===== src/rtl/noc_packetizer.sv =====
// Message-to-flit packetizer: one accepted message becomes a HEADER flit, zero or
// more DATA flits and one TAIL flit on a registered valid/ready flit stream.
module noc_packetizer #(
  parameter int FLIT_DATA_WIDTH   = 32,
  parameter int MESH_ADDR_X       = 2,
  parameter int MESH_ADDR_Y       = 2,
  parameter int MAX_FLITS         = 8,
  parameter int TAIL_LENGTH_WIDTH = $clog2(FLIT_DATA_WIDTH + 1),
  parameter int LEN_WIDTH         = $clog2(MAX_FLITS * FLIT_DATA_WIDTH + 1)
) (
  input  logic                               clk,
  input  logic                               rst,
  input  logic                               in_valid,
  output logic                               in_ready,
  input  logic [MESH_ADDR_X-1:0]             in_dst_x,
  input  logic [MESH_ADDR_Y-1:0]             in_dst_y,
  input  logic [LEN_WIDTH-1:0]               in_len,
  input  logic [MAX_FLITS*FLIT_DATA_WIDTH-1:0] in_data,
  output logic                               out_valid,
  input  logic                               out_ready,
  output logic [FLIT_DATA_WIDTH+1:0]         out_flit,
  output logic                               len_err
);

  localparam int W       = FLIT_DATA_WIDTH;
  localparam int TLW     = TAIL_LENGTH_WIDTH;
  localparam int MAX_LEN = MAX_FLITS * W;
  localparam int CW      = $clog2(MAX_FLITS + 1);

  localparam logic [1:0] HEADER = 2'd0;
  localparam logic [1:0] DATA   = 2'd1;
  localparam logic [1:0] TAIL   = 2'd2;

  localparam logic [1:0] IDLE = 2'd0;
  localparam logic [1:0] HDR  = 2'd1;
  localparam logic [1:0] BODY = 2'd2;

  if (MESH_ADDR_X + MESH_ADDR_Y + TAIL_LENGTH_WIDTH > FLIT_DATA_WIDTH) begin : g_bad_header
    $error("noc_packetizer: header fields do not fit in FLIT_DATA_WIDTH");
  end
  if (MAX_FLITS < 1) begin : g_bad_max_flits
    $error("noc_packetizer: MAX_FLITS must be at least 1");
  end

  logic [1:0]         state;
  logic [CW-1:0]      k_q;
  logic [CW-1:0]      n_q;
  logic [TLW-1:0]     tl_q;
  logic [MAX_LEN-1:0] data_q;

  logic [LEN_WIDTH-1:0] len_c;
  int                   n_int;
  logic [CW-1:0]        n_c;
  logic [TLW-1:0]       tl_c;
  logic [W+1:0]         hdr_c;
  logic                 too_long;

  // Handshakes: a transfer happens on a rising edge where valid and ready are both
  // high; a flit offered with out_valid stays unchanged until that edge.
  assign in_ready = (state == IDLE);
  assign too_long = (32'(in_len) > MAX_LEN);

  always_comb begin
    len_c = in_len;
    if (too_long) len_c = LEN_WIDTH'(MAX_LEN);
    n_int = (32'(len_c) + W - 1) / W;
    if (len_c == '0) n_int = 1;
    n_c   = CW'(n_int);
    tl_c  = TLW'(32'(len_c) - (n_int - 1) * W);
    hdr_c = {HEADER, W'({in_dst_x, in_dst_y, tl_c})};
  end

  // Payload of body flit j; the last flit has bits at and above tl cleared.
  function automatic logic [W+1:0] body_flit(input logic [CW-1:0] j);
    logic [W-1:0] p;
    logic         last;
    last = (j == n_q - CW'(1));
    p    = W'(data_q >> (32'(j) * W));
    for (int i = 0; i < W; i++) begin
      if (last && (i >= int'(tl_q))) p[i] = 1'b0;
    end
    return {(last ? TAIL : DATA), p};
  endfunction

  always_ff @(posedge clk or posedge rst) begin
    if (rst) begin
      state     <= IDLE;
      k_q       <= '0;
      n_q       <= '0;
      tl_q      <= '0;
      data_q    <= '0;
      out_valid <= 1'b0;
      out_flit  <= '0;
      len_err   <= 1'b0;
    end else begin
      len_err <= 1'b0;
      case (state)
        IDLE: begin
          if (in_valid) begin
            state     <= HDR;
            data_q    <= in_data;
            n_q       <= n_c;
            tl_q      <= tl_c;
            k_q       <= '0;
            out_valid <= 1'b1;
            out_flit  <= hdr_c;
            len_err   <= too_long;
          end
        end
        HDR: begin
          if (out_ready) begin
            state    <= BODY;
            k_q      <= '0;
            out_flit <= body_flit('0);
          end
        end
        BODY: begin
          if (out_ready) begin
            if (k_q == n_q - CW'(1)) begin
              state     <= IDLE;
              k_q       <= '0;
              out_valid <= 1'b0;
            end else begin
              k_q      <= k_q + CW'(1);
              out_flit <= body_flit(k_q + CW'(1));
            end
          end
        end
        default: state <= IDLE;
      endcase
    end
  end

endmodule


===== config.mk =====
export PLATFORM = sky130hd
export DESIGN_NAME = noc_packetizer
export DESIGN_NICKNAME = d
export VERILOG_FILES = /design/src/rtl/noc_packetizer.sv
export SDC_FILE = /design/constraint.sdc
export NUM_CORES = 1
export LEC_CHECK = 0
export CORE_ASPECT_RATIO = 1.1
export CORE_MARGIN = 4
export CORE_UTILIZATION = 50
export DETAILED_ROUTE_END_ITERATION = 12
export GPL_ROUTABILITY_DRIVEN = 0
export PLACE_DENSITY = 0.79
export SYNTH_ARGS = -nofsm -noshare
export SYNTH_HDL_FRONTEND = slang
export SYNTH_SLANG_ARGS = --single-unit

===== constraint.sdc =====
create_clock -name clk -period 11.5 [get_ports clk]
set_input_delay 1.15 -clock clk [delete_from_list [all_inputs] [get_ports clk]]
set_output_delay 1.15 -clock clk [all_outputs]
set_load 0.02 [all_outputs]

==> results of run 1 <==
## area by class of cell
type	instances	area (um^2)	share of cell area
well taps	368	460	0.0239
clock buffers	47	1030	0.0537
multi-input cells	678	6690	0.347
flip-flops and latches	308	7710	0.400
diodes	1	2.50	0.000130
clock inverters	14	145	0.00754
repair buffers	319	3170	0.165
inverters	11	48.8	0.00253
## power by group
group | switching, mW | internal (mW) | total, mW
Clock | 0.433 | 0.696 | 1.13
Combinational | 1.05 | 1.24 | 2.29
Sequential | 0.355 | 1.61 | 1.96
## routing by layer
layer,vias up,wire [um]
li1,4562,-
met1,5306,16000
met2,313,20400
met3,43,2350
met4,0,725
met5,-,0
## placed cells by master, fill, tap and decap left out, types with 10 or more instances in the layout
cell / instances
sky130_fd_sc_hd__o31ai_1: 13
sky130_fd_sc_hd__buf_4: 10
sky130_fd_sc_hd__a21oi_1: 31
sky130_fd_sc_hd__a211oi_1: 10
sky130_fd_sc_hd__nor2_1: 26
sky130_fd_sc_hd__nand2b_1: 10
sky130_fd_sc_hd__clkdlybuf4s50_1: 309
sky130_fd_sc_hd__dfrtp_1: 307
sky130_fd_sc_hd__mux2_2: 267
sky130_fd_sc_hd__a31oi_1: 11
sky130_fd_sc_hd__mux4_2: 64
sky130_fd_sc_hd__nand2_1: 66
sky130_fd_sc_hd__clkbuf_16: 37
sky130_fd_sc_hd__o21ai_0: 35
sky130_fd_sc_hd__mux2i_1: 22
sky130_fd_sc_hd__clkinv_2: 11
## state kept, by name, indices dropped and copies added, names as in the netlist
register   count
data_q       256
out_flit      34
tl_q           6
k_q            4
n_q            4
state          2
len_err        1
out_valid      1
## worst paths after layout
| kind | end | slack, ps | cells past startpoint |
|---|---|---|---|
| min reg2reg | out_flit[20] | 490 | 2 |
| max in group asynchronous | out_flit[25] | 7990 | 4 |
| max | data_q[19] | 7580 | 5 |
| min in group asynchronous | data_q[135] | 1130 | 2 |
| min | out_flit[20] | 490 | 2 |
| max reg2reg | out_flit[3] | 7690 | 8 |
## stage by stage
stage / total power [mW] / area [um^2] / util / setup slack [ps] / hold WS, ps
floorplan: 3.60 / 14700 / - / 1830 / 474
global placement: 4.17 / 18100 / 0.626 / 7140 / 463
detailed placement: 4.27 / 18100 / 0.626 / 7070 / 470
CTS: 5.42 / 19300 / 0.667 / 7580 / 492
global route: 5.69 / 19300 / 0.667 / 7380 / 505
finish: 5.38 / 19300 / 0.667 / 7580 / 490
## cell families (layout without fill, tap and decap cells)
group,Yosys count,count (layout),synth area share
flip-flops,308,308,0.523
AND/OR/NAND/NOR,147,147,0.0477
other,0,1,0
buffers and inverters,86,391,0.0249
XOR/XNOR,12,12,0.00909
AO/OA/AOI/OAI,159,159,0.0718
adder cells (fa/ha/maj),7,7,0.00595
multiplexers,353,353,0.317
## worst max-delay path, stage by stage
cell,delay (ps)
sky130_fd_sc_hd__clkdlybuf4s50_1,470
sky130_fd_sc_hd__nand2_4,550
sky130_fd_sc_hd__buf_4,720
sky130_fd_sc_hd__buf_4,890
sky130_fd_sc_hd__mux2_2,430
==> results.md, run 1 <==
- The critical path is of the in2reg type.
- Across the VDD grid, the largest voltage drop is 0.129 mV.
- The flow ran to the end, and the final reports show no timing, DRC or antenna violations.
- Synthesis produced a netlist whose cell count is between 1k and 1.5k.
- The summed instance area of the synthesized netlist is 0.0147 mm^2.
- The detail-routed via count per cell is 5.86.
- The post-route DRC violation count is 0.
- The wire length of the first global-routing pass is roughly 61000 um.
- The leakage power figure is approximately 7.7 nW.
- The count of flip-flops with a built-in enable after synthesis is 0.
- The fmax is 255 MHz.
- The CTS root buffer is sky130_fd_sc_hd__clkbuf_16.
- The die is between 150 and 200 um wide.
- Buffers added to address setup during post-CTS repair amount to 0.
- In this run, post-CTS repair resized a total of 0 instances.
- At the worst endpoint, the required time is about 12000 ps.
- In this run, synthesis produced a sequential element count of around 310.
- The data arrival at the endpoint of the critical path is between 4000 and 5000 ps.
- Entering global routing, the biggest net connects 93 pins.
- In this run, CTS created clock tree buffers numbering 34.
- The launching point of the worst reg2reg path is k_q[0].
- The met2 global-route usage is 0.411.
- The count of warnings emitted by yosys is 0.
- TritonCTS built the clock tree.
- The filler cell count in the final layout is 2027.
- The number of global-route vias before repair came to about 11k.
- The sum of overflow across all layers after global routing is 0.
- The insertion delay to the later sink of the worst-skew pair is roughly 500 ps.
- The first detailed-routing pass took 5 iterations.
- The net total in the final layout is approximately 1.6k.
- Counting instances in the post-synthesis netlist gives the leading cell types as 308 x sky130_fd_sc_hd__dfrtp_1, 267 x sky130_fd_sc_hd__mux2_2, 67 x sky130_fd_sc_hd__nand2_1.
- The final period demand of the worst path is 3920 ps.
- The transition time at the pin with the least slew margin is roughly 1200 ps.
- After synthesis, the netlist uses 64 different library cells.
- For this run, asynchronously set or reset flops after synthesis account for 1.00.
- The routed length per placed instance is 22.6 um.
- For this run, global-route usage on met3 was measured as 0.0493.
- In the global route stage, met1 resource usage came out at 0.319.
- Counting tap cells, the placed design contains a total of 1684 instances.
- The layer with the highest usage is met2.
- The floorplan has 65 rows.
- The total setup violations reported at the end of the flow is 0.
- The starting DRC count in detailed routing is 664.
- The net count after synthesis is approximately 1.4k.
- Along the worst path, the maximum fanout reaches 81.
- The total global routing track utilization is 0.241.
- The path category of the worst min-delay check is reg2reg.
- Setup repair after global routing left no endpoint under its margin.
- The floorplan step defined a die boundary enclosing around 0.032 mm^2.
- The initial standard-cell utilization of the core is 0.510.
- The largest area contributor in the netlist is sky130_fd_sc_hd__dfrtp_1.
- The number of antenna violations at the first check in global routing came to 1.
- The count of pins on the block boundary is between 300 and 400.
- The number of nets still failing antenna checks after routing is 0.
- In the post-synthesis netlist, the biggest area contributors are sky130_fd_sc_hd__dfrtp_1 52%, sky130_fd_sc_hd__mux2_2 20%, sky130_fd_sc_hd__mux4_2 9.8%, sky130_fd_sc_hd__nand2_1 1.7%, sky130_fd_sc_hd__mux2i_1 1.5%.
- For this run, the leading register cell type out of synthesis is sky130_fd_sc_hd__dfrtp_1.
- Excluding fillers, the count of instances in the completed layout stands at 1746.
- The clock edge transition at the registers on the reported setup and hold paths is roughly 60 ps.
- The critical path launch point type is a primary input.
- sky130_fd_sc_hd__dfrtp_1 is the most common cell in the netlist.
- The number of hold violations in the final report is 0.
- The placeable core region is 0.0289 mm^2.
- The launch point of the critical path is in_valid.
- The startpoint identified for the worst hold timing path is out_flit[20].
- The routed wire length is just under 40000 um.
- The ratio of total power to cell area is between 200 and 300 mW/mm^2.
- The largest buffer count on any clock path is 3.
- The number of sinks driven by the clock tree is approximately 310.
- The vertical extent of the die is roughly 190 um.
- Input and output buffers added on the ports amount to slightly above 300.
- The reported max-cap violation count is 0.
- For this block, the via count after detailed routing is slightly above 10k.
- The post-route clock skew is ~9.7 ps.
- The period utilization is 0.341.
- Buffers inserted to repair hold after CTS numbered 0.
- The H-tree was split into 2 levels.
- The area overhead of the layout relative to synthesis is 30.8%.
- The final count of pins violating max slew is 0.
- In the final layout, the share of cells above drive strength 1 is 0.304.
- The share of synthesized area in the top cell type comes to 0.523.
- The capturing element type of the critical path is a flop.
- The average footprint of a synthesized cell is around 14 um^2.
- After legalization and detailed placement, the total HPWL measured around 28000 um.
- The final setup TNS is 0 ps.
- Of the synthesized area, sequential elements account for 0.523.
- The worst-case headroom to the max-slew limit is 0.174.
(Power assumes the default switching activity.)
==> inputs of run 2 (changes only) <==
- CORE_UTILIZATION: 50 -> 47
- PLACE_DENSITY: 0.79 -> 0.77
- clock period: 11.5 -> 3.2 ns (I/O delays scaled with it)
==> results.md, run 2 (synthesis gave the netlist of run 1 again) <==
- The filler cell count in the final layout came to 2366 (+17%).
- The final count of pins violating max slew is 0 (unchanged).
- The transition time at the pin with the least slew margin is 805 ps (-428 ps).
- The placeable core region is 0.0307 mm^2 (+6.3%).
- The insertion delay to the later sink of the worst-skew pair was 500 ps (about the same).
- Setup repair after global routing left no endpoint under its margin.
- The first-pass iteration count of the detailed router is 5 (unchanged).
- The number of buffers inserted to repair setup after CTS was 0 (unchanged).
- The worst-case headroom to the max-slew limit is 0.461 (+0.287).
- The post-route clock skew was 19.0 ps (+9.34 ps).
- The register area is 0.00771 mm^2 (unchanged).
- The final setup TNS is 0 ps (unchanged).
- The vertical extent of the die is 194 um (+3.0%).
- The root buffer cell chosen for the clock tree is sky130_fd_sc_hd__clkbuf_16.
- The routed length per placed instance is 22.0 um (-2.7%).
- The total setup violations reported at the end of the flow came to 0 (unchanged).
- The number of flip-flops under the largest register name is 256 (unchanged).
- The clock edge transition at the registers on the reported setup and hold paths is 60 ps (about the same).
- The detailed-routed wire length on met3 is 3010 um (+28%).
- The maximum vdd drop is 0.590 mV (+360%).
- Based on the critical path, the design can be clocked at up to 380 MHz.
- The post-detailed-placement half-perimeter wirelength is 29300 um (+6.2%).
- The number of I/O port buffers is 309 (unchanged).
- The width of the chip was 177 um (+3.0%).
- The pin count of the biggest net entering global routing was 103 (+11%).
- The period utilization is 0.822.
- The routed wire length is 39800 um (+0.76%).
- The post-placement cell area is 0.0185 mm^2 (+2.3%).
- TritonCTS built the clock tree.
- The type of the worst setup path is reg2reg.
- The net total in the final layout is 1653 (+1.3%).
- The number of placed instances, taps included is 1751 (+4.0%).
- The ratio of total power to cell area was 993 mW/mm^2 (+260%).
- The largest buffer count on any clock path is 3 (unchanged).
- The count of pins on the block boundary was 310 (unchanged).
- The smallest clock period supported by the final layout is computed as ~2600 ps.
- The area growth from synthesis to layout is 33.2%.
- The multi-input logic area was 0.00669 mm^2 (unchanged).
- The number of placement rows is 67 (+3.1%).
- The post-placement setup slack is 569 ps (-6500 ps).
- The run finished with clean final reports.
- The routed metal-1 wire length is 15300 um (-4.2%).
- The worst setup slack after layout is 571 ps (-7010 ps).
- The detail-routed via count per cell was 5.63 (-3.9%).
- The summed area of non-filler cells in the final layout came to 0.0196 mm^2 (+1.8%).
- Leaving out fill and tap cells, the most frequent cells in the layout are 309 x sky130_fd_sc_hd__clkdlybuf4s50_1, 307 x sky130_fd_sc_hd__dfrtp_1, 267 x sky130_fd_sc_hd__mux2_2.
- The number of nets still failing antenna checks after routing was 0 (unchanged).
- The register ranked first by flip-flop count is data_q.
- The proportion of layout cells with a drive suffix above 1 is 0.312 (+0.00754).
- The number of resized instances in the post-cts repair step is 0 (unchanged).
- STA classifies the critical path endpoint as a flop.
- The worst path required time was 3550 ps (-8330 ps).
- The overall power after layout is 19.5 mW (+260%).
- The area of the die is 0.0342 mm^2 (+6.1%).
- The largest registers in the layout are data_q x256, out_flit x34, tl_q x6.
- The number of vias in the routed layout is 10.2k (-0.40%).
- The data arrival at the endpoint of the critical path came to 2980 ps (-1310 ps).
- Signal routing reaches up to met4.
- The number of hold violations in the final report came to 0 (unchanged).
- The starting DRC count in detailed routing is 576 (-13%).
- The number of global-route vias before repair is 11.1k (+2.9%).
- The sum of met2 wire segment lengths after detailed routing is 20400 um (+0.11%).
- The reported max-cap violation count is 0 (unchanged).
- The total global routing track utilization is 0.230 (-0.0106).
- The final instance count without filler cells came to 1809 (+3.6%).
- The number of antenna cells inserted is 0 (-1).
- The final worst hold slack came to 174 ps (-316 ps).
- The post-route DRC violation count was 0 (unchanged).
- The path category of the worst min-delay check is in2async.
- The most common cell after layout, fill and taps aside is sky130_fd_sc_hd__clkdlybuf4s50_1.
- The number of antenna violations at the first check in global routing is 0 (-1).
- The CTS H-tree depth is 2 (unchanged).
- The final design utilization is 0.639 (-0.0279).
- The wire length of the first global-routing pass is 62000 um (+2.4%).
- The critical-path maximum fanout is 16 (-80%).
- The clock buffer count from CTS is 34 (unchanged).
- The worst setup path is launched from a flop.
- The leakage power figure is 7.85 nW (+1.7%).
- The sum of overflow across all layers after global routing came to 0 (unchanged).
- The cts-stage hold buffer count is 0 (unchanged).
- The number of sinks driven by the clock tree is 308 (unchanged).
- The initial standard-cell utilization of the core came to 0.480 (-0.0301).
-- run 2: cell types whose count changed in the layout (fill, tap and decap cells not counted), moves of 2 or more --
cell and change:
sky130_fd_sc_hd__buf_12 +16, sky130_fd_sc_hd__buf_4 +5, sky130_fd_sc_hd__bufinv_16 -2, sky130_fd_sc_hd__clkbuf_1 +2, sky130_fd_sc_hd__clkbuf_16 -2, sky130_fd_sc_hd__clkbuf_8 +5
sky130_fd_sc_hd__clkinv_2 -8, sky130_fd_sc_hd__clkinvlp_4 +2
-- run 2: power by group --
part	leakage, nW	internal, mW	switching [mW]
Sequential	3.69	5.79	1.17
Combinational	3.61	4.73	3.89
Clock	0.554	2.36	1.53
-- run 2: worst max-delay path, stage by stage, from the launching register on --
cell and delay (ps):
sky130_fd_sc_hd__dfrtp_4 500, sky130_fd_sc_hd__ha_4 520, sky130_fd_sc_hd__xor2_1 200, sky130_fd_sc_hd__and4b_1 390, sky130_fd_sc_hd__nand2_1 380, sky130_fd_sc_hd__o31ai_1 350
sky130_fd_sc_hd__o221ai_1 140
-- run 2: final cells by class --
cell class	instances	area share
repair buffers	340	0.180
flip-flops and latches	308	0.393
multi-input cells	678	0.341
well taps	414	0.0264
inverters	11	0.00230
clock inverters	6	0.00313
clock buffers	52	0.0540
-- run 2: final timing paths --
path	start	to	slack, ps	cells after the start
min in group clk	in_data[203]	data_q[203]	420	2
hold reg to reg	out_flit[6]	out_flit[6]	480	2
setup / recovery	k_q[0]	out_flit[23]	570	6
setup reg to reg	k_q[0]	out_flit[23]	570	6
max in group asynchronous	rst	data_q[83]	2160	3
hold / removal	rst	data_q[6]	170	2
-- run 2: routing by layer --
metal | GRT usage | vias to the layer above
met5 | 0 | -
met4 | 0.0613 | 0
met3 | 0.0608 | 49
met2 | 0.394 | 330
met1 | 0.290 | 5199
li1 | - | 4605
